### src/rtl/adder_sched_pkg.sv
// Shared constants and types for the round-robin adder scheduler.
package adder_sched_pkg;
  localparam int DEF_NREQ  = 4;
  localparam int DEF_WIDTH = 32;
  localparam int OPS_W     = 16;

  // One-entry result buffer occupancy
  typedef enum logic {
    EMPTY = 1'b0,
    FULL  = 1'b1
  } buf_state_e;
endpackage

### src/rtl/ripplecarryadder.sv
// Plain ripple-carry adder: {cout, sum} = a + b + cin, carry rippling LSB to MSB.
module ripplecarryadder #(
  parameter int WIDTH = 32
) (
  input  logic [WIDTH-1:0] a,
  input  logic [WIDTH-1:0] b,
  input  logic             cin,
  output logic [WIDTH-1:0] sum,
  output logic             cout
);
  logic [WIDTH:0] c;

  assign c[0] = cin;

  // One full-adder cell per bit
  for (genvar i = 0; i < WIDTH; i++) begin : g_bit
    assign sum[i]   = a[i] ^ b[i] ^ c[i];
    assign c[i+1]   = (a[i] & b[i]) | (c[i] & (a[i] ^ b[i]));
  end

  assign cout = c[WIDTH];
endmodule

### src/rtl/adder_rr_sched.sv
// Round-robin scheduler sharing one ripple-carry adder among NREQ requesters,
// with a single-entry registered result buffer on the output side.
module adder_rr_sched
  import adder_sched_pkg::*;
#(
  parameter int NREQ  = DEF_NREQ,
  parameter int WIDTH = DEF_WIDTH
) (
  input  logic                     clk,
  input  logic                     rst,
  input  logic [NREQ-1:0]          req_valid,
  output logic [NREQ-1:0]          req_ready,
  input  logic [NREQ*WIDTH-1:0]    req_a,
  input  logic [NREQ*WIDTH-1:0]    req_b,
  input  logic [NREQ-1:0]          req_cin,
  output logic                     rsp_valid,
  input  logic                     rsp_ready,
  output logic [WIDTH-1:0]         rsp_sum,
  output logic                     rsp_carry,
  output logic [$clog2(NREQ)-1:0]  rsp_id,
  output logic [OPS_W-1:0]         ops_done
);
  localparam int IDW = $clog2(NREQ);

  buf_state_e      state_q, state_d;
  logic [IDW-1:0]  ptr_q, ptr_d;
  logic [WIDTH-1:0] sum_q, sum_d;
  logic            carry_q, carry_d;
  logic [IDW-1:0]  id_q, id_d;
  logic [OPS_W-1:0] ops_q, ops_d;

  logic            found;
  logic [IDW-1:0]  win;
  logic            can_issue;
  logic            issue;
  logic            rsp_fire;
  logic [WIDTH-1:0] op_a, op_b;
  logic            op_cin;
  logic [WIDTH-1:0] add_sum;
  logic            add_cout;

  // First valid requester at or after p, wrapping; MSB flags that one was found.
  // Walk offsets high to low so the smallest offset overwrites last and wins.
  function automatic logic [IDW:0] rr_pick(input logic [NREQ-1:0] v, input logic [IDW-1:0] p);
    logic [IDW:0] r;
    r = '0;
    for (int k = NREQ - 1; k >= 0; k--) begin
      int idx;
      idx = (int'(p) + k) % NREQ;
      if (v[idx]) r = {1'b1, IDW'(idx)};
    end
    return r;
  endfunction

  // Arbitration
  always_comb begin
    {found, win} = rr_pick(req_valid, ptr_q);
  end

  // Winner operand mux feeding the shared adder
  always_comb begin
    op_a   = req_a[win*WIDTH +: WIDTH];
    op_b   = req_b[win*WIDTH +: WIDTH];
    op_cin = req_cin[win];
  end

  ripplecarryadder #(.WIDTH(WIDTH)) u_add (
    .a    (op_a),
    .b    (op_b),
    .cin  (op_cin),
    .sum  (add_sum),
    .cout (add_cout)
  );

  // Buffer state register
  always_ff @(posedge clk or posedge rst) begin
    if (rst) state_q <= EMPTY;
    else     state_q <= state_d;
  end

  // Buffer next state: a new issue always lands FULL, otherwise a drain empties it
  always_comb begin
    state_d = state_q;
    if (issue)         state_d = FULL;
    else if (rsp_fire) state_d = EMPTY;
  end

  // Handshake outputs; ready is held low during reset so nothing is accepted
  always_comb begin
    rsp_valid = (state_q == FULL);
    can_issue = (state_q == EMPTY) || rsp_ready;
    rsp_fire  = rsp_valid && rsp_ready;
    issue     = found && can_issue;
    req_ready = '0;
    if (issue && !rst) req_ready[win] = 1'b1;
  end

  // Result data, pointer and consume counter next values
  always_comb begin
    ptr_d   = ptr_q;
    sum_d   = sum_q;
    carry_d = carry_q;
    id_d    = id_q;
    ops_d   = ops_q;
    if (issue) begin
      sum_d   = add_sum;
      carry_d = add_cout;
      id_d    = win;
      ptr_d   = (int'(win) == NREQ - 1) ? '0 : win + 1'b1;
    end
    if (rsp_fire) ops_d = ops_q + 1'b1;
  end

  // Datapath registers
  always_ff @(posedge clk or posedge rst) begin
    if (rst) begin
      ptr_q   <= '0;
      sum_q   <= '0;
      carry_q <= 1'b0;
      id_q    <= '0;
      ops_q   <= '0;
    end else begin
      ptr_q   <= ptr_d;
      sum_q   <= sum_d;
      carry_q <= carry_d;
      id_q    <= id_d;
      ops_q   <= ops_d;
    end
  end

  assign rsp_sum   = sum_q;
  assign rsp_carry = carry_q;
  assign rsp_id    = id_q;
  assign ops_done  = ops_q;
endmodule

### config.mk
export PLATFORM = sky130hd
export DESIGN_NAME = adder_rr_sched
export DESIGN_NICKNAME = d
export VERILOG_FILES = /design/src/rtl/adder_sched_pkg.sv /design/src/rtl/ripplecarryadder.sv /design/src/rtl/adder_rr_sched.sv
export SDC_FILE = /design/constraint.sdc
export NUM_CORES = 1
export LEC_CHECK = 0
export ABC_CLOCK_PERIOD_IN_PS = 42200
export CAP_MARGIN = 15
export CELL_PAD_IN_SITES_DETAIL_PLACEMENT = 1
export CELL_PAD_IN_SITES_GLOBAL_PLACEMENT = 2
export CORE_ASPECT_RATIO = 2
export CORE_MARGIN = 4
export CORE_UTILIZATION = 23
export DETAILED_ROUTE_END_ITERATION = 10
export GPL_ROUTABILITY_DRIVEN = 0
export PLACE_DENSITY = 0.95
export SLEW_MARGIN = 20
export SYNTH_ARGS = -nofsm -noshare
export SYNTH_HDL_FRONTEND = slang
export SYNTH_SLANG_ARGS = --single-unit
### constraint.sdc
create_clock -name clk -period 42.2 [get_ports clk]
set_clock_uncertainty 0.1 [all_clocks]
set_input_delay 8.44 -clock clk [delete_from_list [all_inputs] [get_ports clk]]
set_output_delay 8.44 -clock clk [all_outputs]
set_load 0.01 [all_outputs]
==> reports/qor.yml <==
rsz0062_at_grt: "no"
period_share_pct: 55.29
crit_slowest_cell: "o2bb2a_4"
dp.cells: 1028
synth_most_common_cell: "mux2i_1"
num-fill-cells: 2396
synthArstFlopShare_pct: 100.0
synth_edf_count: 0
status: "complete, no violations"
cpMostUsedCell: "fa_1"
cts_tree: "built"
cts_resized: 0
max_slew_margin_pct: 44.46
ys_ff_latch: 54
start_util_pct: 23.48
final_core_util_pct: 39.92
die-width_um: 113.0
cp.buffers_inverters: 4
cts_buffer_depth: 2
htree_levels: 2
required_ns: 42.29
min_period_ns: 23.33
num-nets-final: 1066
finalMaxSlewViolations: 0
max_freq_mhz: 42.86
maxCapViolCount: 0
worstMarginPinSlew_ns: 0.8314
die_h_um: 217.9
cp_slowest_stage_delay_ns: 0.68
row_count: 76
drt_wl_total_um: 20910
hold_buffers: 0
end_kind: "register"
placed_area_sq_um: 8466
worstSkewPairLatency_ns: 0.31
ys_seq_area_share_pct: 26.67
dieArea_sq_um: 24610
antenna_found_initial: 0
io_pins: 323
coreArea_sq_um: 21590
stdcell_area_sq_um: 8617
hold_class: "reg -> reg"
irDropWorstVdd_v: 0.00001986
dpl.hpwl_um: 18120
leakage_nw: 3.562
cts.sinks: 54
crit_family: "adder cells"
synth_nets: 762
layout-drive-gt1-share_pct: 10.88
synth_warnings: 0
fin_setup_tns_ns: 0
diodes: 0
synth_top_area_share_pct: 26.67
dr_total_vias: 4587
cts-root-buf: "clkbuf_16"
synthDistinctLibCells: 32
io_buffers: 322
power.density_nw_per_um2: 44.38
synth_ff_type: "dfrtp_1"
drc: 0
synth_area_sq_um: 5067
cts_inserted_buffers: 5
syn_inst: 458
synth.top_cells.by_count: "mux2i_1 (135), mux2_2 (62), dfrtp_1 (54), nand2_1 (51), fa_1 (32)"
finalHoldViolCount: 0
synthToLayoutAreaGrowth_pct: 70.05
wl_per_cell_um: 20.18
worst-setup-path-type: "in -> reg"
first_iter_violations: 80
cts.clk_slew.worst_paths_ns: 0.08
cp.arrival_ns: 23.42
cts_setup_buffers: 0
syn_avg_cell_area_sq_um: 11.06
setup_viol: 0
start_kind: "input pin"
via_per_inst: 4.428
grtUsageTotal_pct: 16.48
crit_fanout: 41
grt_pass1_vias: 5233
grt_max_degree: 49
final_cells: 1036
firstDrtPassIters: 4
synth_largest_area_cell: "dfrtp_1"
antenna_left: 0
globalRoute.totalOverflow: 0
synth.area.top_cells: "dfrtp_1 (27%), mux2i_1 (27%), mux2_2 (14%), fa_1 (13%), nand2_1 (3.8%)"
grt_pass1_wl_um: 30420
-- path summary, 6_finish.rpt --
kind / depth (start not counted) / start / slack [ns] / endpoint
max: 43 / req_valid[0] / 18.87 / rsp_sum[31]$_DFFE_PP0P_
min: 1 / ops_done[15]$_DFFE_PP0P_ / 0.37 / ops_done[15]$_DFFE_PP0P_
max reg2reg: 42 / ptr_q[1]$_DFFE_PP0P_ / 27.09 / rsp_sum[31]$_DFFE_PP0P_
min reg2reg: 1 / ops_done[15]$_DFFE_PP0P_ / 0.37 / ops_done[15]$_DFFE_PP0P_
max in group asynchronous: 3 / rst / 32.68 / rsp_carry$_DFFE_PP0P_
min in group asynchronous: 2 / rst / 8.44 / rsp_sum[13]$_DFFE_PP0P_
-- sequential cells by signal (all words and copies together) (netlist names) --
name       count
rsp_id         2
ops_done      16
rsp_carry      1
ptr_q          2
rsp_sum       32
rsp_valid      1
-- per-layer routing --
metal | up-vias | GRT usage, % | routed length, um
li1 | 2221 | - | -
met1 | 2188 | 16.21 | 6859
met2 | 160 | 34.24 | 12640
met3 | 18 | 2.360 | 950
met4 | 0 | 4.693 | 456
met5 | - | 0 | 0
-- power by group --
| group | internal [W] | switching, W |
|---|---|---|
| logic | 0.000136 | 0.000117 |
| clock network | 0.0000226 | 0.0000211 |
| registers | 0.0000725 | 0.0000141 |
| total | 0.000231 | 0.000152 |
-- placed cells by master, fill, tap and decap left out --
cell,n
clkdlybuf4s50_1,322
mux2i_1,135
mux2_2,62
dfrtp_1,54
nand2_1,51
fa_1,32
o21ai_0,30
xnor2_1,14
and3_1,7
nand3_1,6
inv_1,6
buf_4,6
ha_1,5
clkbuf_16,5
and4_1,3
a21oi_1,3
o21ai_1,2
nand4_1,2
nand2b_1,2
nor2_1,2
inv_2,2
inv_6,2
and2_1,1
xor2_1,1
nor4_1,1
nand2b_2,1
nor2b_1,1
a311oi_4,1
a21oi_2,1
o21ai_2,1
o2bb2a_4,1
clkinv_4,1
-- logic make-up after synthesis --
group	share of synthesized area [%]
mux	40.44
simple gates	6.889
flops	26.67
compound gates	4.494
buf+inv	5.037
fa+ha+maj	13.88
xor+xnor	2.593
-- layout make-up --
cell class	count	area, sq um	area share (%)
multi-input combinational	365	3475	40.32
clock inverter	3	26.28	0.3049
timing repair buffer	328	3268	37.93
clock buffer	5	125.1	1.452
inverter	8	30.03	0.3485
sequential	54	1351	15.68
tap	273	341.6	3.964
-- metrics by stage --
stage               hold slack (ns)  total power [W]  worst slack [ns]
detailed placement           0.3656        0.0003489             18.41
CTS                          0.3772        0.0003957             18.73
global route                 0.3912        0.0004187             18.23
global placement             0.3597        0.0003418             18.67
finish                       0.3704        0.0003824             18.87
floorplan                    0.4075        0.0002344             20.15
No activity file was read; power rests on OpenSTA's default activity.
